==> config.mk <==
export PLATFORM = sky130hd
export DESIGN_NAME = cordic_cos_sequencer
export DESIGN_NICKNAME = d
export VERILOG_FILES = /design/src/rtl/cordic_cos_sequencer.sv
export SDC_FILE = /design/constraint.sdc
export NUM_CORES = 1
export LEC_CHECK = 0
export ABC_AREA = 0
export BUFFER_PORTS_ARGS = -buffer_cell sky130_fd_sc_hd__buf_2
export CAP_MARGIN = 20
export CORE_ASPECT_RATIO = 1.1
export CORE_MARGIN = 2
export CORE_UTILIZATION = 59
export CTS_BUF_LIST = sky130_fd_sc_hd__clkbuf_4 sky130_fd_sc_hd__clkbuf_8
export CTS_CLUSTER_DIAMETER = 120
export CTS_CLUSTER_SIZE = 28
export DETAILED_ROUTE_END_ITERATION = 8
export PLACE_DENSITY = 0.87
export SYNTH_ARGS = -nofsm -noshare
export SYNTH_HDL_FRONTEND = slang
export SYNTH_SLANG_ARGS = --single-unit
export TNS_END_PERCENT = 5
==> constraint.sdc <==
create_clock -name clk -period 5.6 [get_ports clk]
set_clock_uncertainty 0.1 [all_clocks]
set_input_delay 0.84 -clock clk [delete_from_list [all_inputs] [get_ports clk]]
set_output_delay 0.84 -clock clk [all_outputs]
set_load 0.01 [all_outputs]
==> src/rtl/cordic_cos_sequencer.sv <==
// cordic_cos_sequencer: float angle -> Q0.F theta, runs one CORDIC cosine job, repacks Q1.31 result to float
module cordic_cos_sequencer #(
  parameter int          FRACTIONAL_BITS = 31,
  parameter int          TIMEOUT         = 64,
  parameter logic [31:0] NAN_VALUE       = 32'h7FC00000
) (
  input  logic        clk,
  input  logic        reset,
  input  logic        clk_en,
  input  logic        start,
  input  logic [31:0] dataa,
  output logic        done,
  output logic [31:0] result,
  output logic        cordic_start,
  output logic [31:0] cordic_theta,
  input  logic        cordic_done,
  input  logic [31:0] cordic_cos
);
  localparam int CW = $clog2(TIMEOUT + 1);
  typedef enum logic [2:0] {IDLE, UNPACK, ISSUE, WAIT, NORM, DONE} state_t;
  state_t state_q, state_d;
  logic [31:0] a_q, a_d, result_q, result_d, theta_q, theta_d, m_q, m_d;
  logic [7:0] exp_q, exp_d;
  logic [CW-1:0] cnt_q, cnt_d;
  logic done_q, done_d, cs_q, cs_d;
  logic [31:0] mag, ext;
  logic [7:0] e, sh;
  // cos is even, so the sign bit is masked off before unpacking
  assign mag = a_q & 32'h7FFF_FFFF;
  assign e = mag[30:23];
  assign sh = 8'd127 - e;
  assign ext = {8'b0, 1'b1, mag[22:0]} << (FRACTIONAL_BITS - 23);
  assign done = done_q;
  assign result = result_q;
  assign cordic_start = cs_q;
  assign cordic_theta = theta_q;
  // next-state and registered-output logic for the job sequence
  always_comb begin
    state_d = state_q;
    a_d = a_q;
    result_d = result_q;
    theta_d = theta_q;
    m_d = m_q;
    exp_d = exp_q;
    cnt_d = cnt_q;
    cs_d = 1'b0;
    done_d = state_q == DONE;
    case (state_q)
      IDLE: if (start) begin
        a_d = dataa;
        state_d = UNPACK;
      end
      UNPACK: if (e >= 8'd127) begin
        result_d = NAN_VALUE;
        state_d = DONE;
      end else begin
        theta_d = (e <= 8'(127 - FRACTIONAL_BITS)) ? 32'd0 : ext >> sh;
        state_d = ISSUE;
      end
      ISSUE: begin
        cs_d = 1'b1;
        cnt_d = '0;
        state_d = WAIT;
      end
      WAIT: if (cordic_done) begin
        m_d = cordic_cos;
        exp_d = 8'd127;
        state_d = NORM;
      end else if (cnt_q == CW'(TIMEOUT - 1)) begin
        result_d = NAN_VALUE;
        state_d = DONE;
      end else begin
        cnt_d = cnt_q + 1'b1;
      end
      NORM: if (m_q[31] || m_q == 32'd0) begin
        result_d = m_q[31] ? {1'b0, exp_q, m_q[30:8]} : 32'd0;
        state_d = DONE;
      end else begin
        m_d = m_q << 1;
        exp_d = exp_q - 8'd1;
      end
      DONE: state_d = IDLE;
      default: state_d = IDLE;
    endcase
  end
  // state register; clk_en gates every update
  always_ff @(posedge clk or posedge reset) begin
    if (reset) begin
      state_q <= IDLE;
      a_q <= '0;
      result_q <= '0;
      theta_q <= '0;
      m_q <= '0;
      exp_q <= '0;
      cnt_q <= '0;
      cs_q <= 1'b0;
      done_q <= 1'b0;
    end else if (clk_en) begin
      state_q <= state_d;
      a_q <= a_d;
      result_q <= result_d;
      theta_q <= theta_d;
      m_q <= m_d;
      exp_q <= exp_d;
      cnt_q <= cnt_d;
      cs_q <= cs_d;
      done_q <= done_d;
    end
  end
endmodule

==> summary.md <==
| Metric | Value |
|---|---|
| Tot Pwr | `5003 uW` |
| Placed inst area | `8875 sq um` |
| Seq/Total Area, Yosys | `44.53%` |
| Vias/cell | `6.282` |
| Yosys reg bits | `146` |
| Logic pwr share | `47.2%` |
| CP Max Fanout | `38` |
| Worst Setup Path Type | `flip-flop to flip-flop` |
| Clk sinks | `146` |
| Clk network pwr share | `16.0%` |
| Die H | `127.7 um` |
| Remaining antenna violation count | `0` |
| Fmax | `0.2837 GHz` |
| Leakage | `0.004718 uW` |
| Status | `complete, no violations` |
| Final worst setup slack | `2.075 ns` |
| Skew-Pair Late Insertion Delay | `0.46 ns` |
| Final Hold Fails | `0` |
| Reg2reg end | `m_q[14]` |
| Clock Pin Slew Worst Setup and Hold Paths | `0.09 ns` |
| Seq. cell area | `3654 sq um` |
| CTS tree | `done` |
| RSZ-0062 raised after global routing | `false` |
| Critical path endpoint category | `flip-flop` |
| Internal cell power | `2837 uW` |
| Arrival time worst endpoint | `3.70 ns` |
| Vias | `6,671` |
| Synth Instances | `759` |
| First-pass iteration count of the detailed router | `5` |
| Slew Limit Fails | `0` |
| Ys async rst share | `100.0%` |
| CTS Buf Count | `17` |
| Remaining DRCs | `0` |
| Post-CTS setup buffer count | `0` |
| Ys flop type | `dfrtp_1` |
| Grt ovf | `0` |
| I/O Buffers | `132` |
| Worst Path Required | `5.77 ns` |
| NumNets Final | `932` |
| Switching power | `2166 uW` |
| Dpl hpwl | `13,960 um` |
| Hold WC Path Type | `flip-flop to flip-flop` |
| Post-CTS Hold Buffers | `0` |
| CTS Root Cell | `clkbuf_8` |
| Antenna cells | `0` |
| Starting DRT DRC Count | `803` |
| Post-synth EDFFs | `0` |
| IR drop worst, VDD | `0.5326 mV` |
| Hold Path Depth | `2` |
| IO Count | `135` |
| Setup TNS | `0 ns` |
| R2R Path Start | `m_q[31]` |
| Multi-input logic area | `4148 sq um` |
| Synthesized area | `8204 sq um` |
| Post-route cell area | `9258 sq um` |
| Htree depth | `4` |
| Min-delay src | `cordic_theta[10]` |
| Power Density | `540.4 nW/um^2` |
| Initial core utilization | `59.96%` |
| Maxcap violations | `0` |
| Row cnt | `45` |
| Clock Path Buffers | `2` |
| Hold Path Sink | `cordic_theta[10]` |
| Net Count, Synth | `830` |
| Most frequent cells in the layout | `146 x dfrtp_1, 132 x buf_2, 63 x mux2i_1` |
| Final GP Congestion | `0.9655` |
| Via count of the first global-routing pass | `6,336` |
| First-pass GRT wire length | `32,320 um` |
| Area of the die | `14,870 sq um` |
| Initial antenna violation count | `0` |
| Final setup violation count | `0` |
| Critical Path Start Type | `flip-flop` |
| Yosys cell types | `72` |
| Rel. slew slack | `28.45%` |
| Filler cells | `1,033` |
| Ys Warns | `0` |
| Routed len/inst | `18.94 um` |
| R2R depth | `6` |
| Chip Width | `116.4 um` |
| Share of layout cells above drive strength 1 | `30.43%` |
| Minimum hold slack | `0.3861 ns` |
| Post-CTS sizing | `0` |
| Core Box Area | `13,680 sq um` |
| Drt total wl | `20,120 um` |
| Period utilisation layout | `62.95%` |
| Area grow syn2layout | `12.84%` |
| Total GRT Usage | `27.80%` |
| Most common cell after layout, fill and taps aside | `dfrtp_1` |
| Post-route minimum period | `3.525 ns` |
| R2R Setup Slk | `2.07 ns` |
| Worst-Margin Slew | `1.073 ns` |
| Post-Syn Area per Cell | `10.81 sq um` |
| Switching part of the total | `43.30%` |
| Post-Place Worst Slack | `2.156 ns` |
| Largest net degree at the start of global routing | `105` |
| Flop pwr share | `36.8%` |
-- state kept, by name (all words and copies together), names as in the netlist --
register,count
a_q,31
exp_q,8
m_q,32
state_q,3
cordic_start,1
done,1
cnt_q,7
result,31
cordic_theta,32
-- final cells by class --
cell class,count,area share [%]
repair buffers,143,8.028
inverters,24,1.027
multi-input cells,529,44.80
clock inverters,13,1.379
well taps,188,2.541
clock buffers,19,2.757
flip-flops and latches,146,39.46
-- how the worst max path moves through the flow --
stage / start / slack, ns / endpoint / depth (start not counted)
2_1_floorplan: reset / 0.74 / a_q[0] / 1
3_3_place_gp: m_q[31] / 2.20 / m_q[13] / 6
3_5_place_dp: m_q[31] / 2.16 / m_q[2] / 6
4_1_cts: m_q[31] / 2.09 / m_q[14] / 6
5_1_grt: m_q[31] / 1.80 / m_q[31] / 6
6_report: m_q[31] / 2.07 / m_q[14] / 6
-- cell usage after synthesis, drive strengths merged, types with 11 or more instances --
library cell	count	area share [%]
nor2	29	1.4
dfrtp	146	45
mux2	57	8.8
and3	28	2.1
inv	24	1.1
nand2	53	2.4
buf	32	2.5
mux4	22	6.0
nand3	47	2.9
o31ai	11	1.0
a22o	12	1.3
a21oi	29	1.8
clkbuf	28	1.3
mux2i	63	7.7
o21ai	57	3.5
-- stage by stage --
stage | std cells | utilization [%]
6_report | 1062 | 67.66
4_1_cts | 1062 | 67.66
3_3_place_gp | 1030 | 64.87
3_5_place_dp | 1030 | 64.87
2_1_floorplan | 759 | -
5_1_grt | 1062 | 67.66
-- power by group through the flow --
stage	clock, uW	sequential [uW]	combinational, uW
2_1_floorplan	0	1720	1850
4_1_cts	810	1830	2330
6_report	800	1840	2360
3_3_place_gp	0	1820	2240
3_5_place_dp	0	1850	2310
5_1_grt	867	1900	2560
-- kinds of logic after synthesis --
family                   after synthesis  share of synthesized area, %
AND/OR/NAND/NOR                      211                         13.42
adder cells (fa/ha/maj)                2                        0.3050
AO/OA/AOI/OAI                        169                         13.85
XOR/XNOR                               4                        0.4270
buffers and inverters                 84                         4.911
multiplexers                         142                         22.51
other                                  1                       0.04571
flip-flops                           146                         44.53
-- metal layers --
metal	up-vias	part of all wire, %	track usage, %
met5	-	0	0
met4	0	3.2	12.32
met3	63	7.3	5.910
met2	348	48	44.05
met1	3219	41	36.90
li1	3041	-	-
-- worst max-delay path: stages, from the launching register on --
cell and delay (ns):
dfrtp_1 0.78, nor4_2 0.44, nand4_2 0.22, o211ai_1 0.22
buf_4 0.39, and2_1 0.91, o21ai_0 0.27
Note: power is estimated with default switching activity, not from simulation.
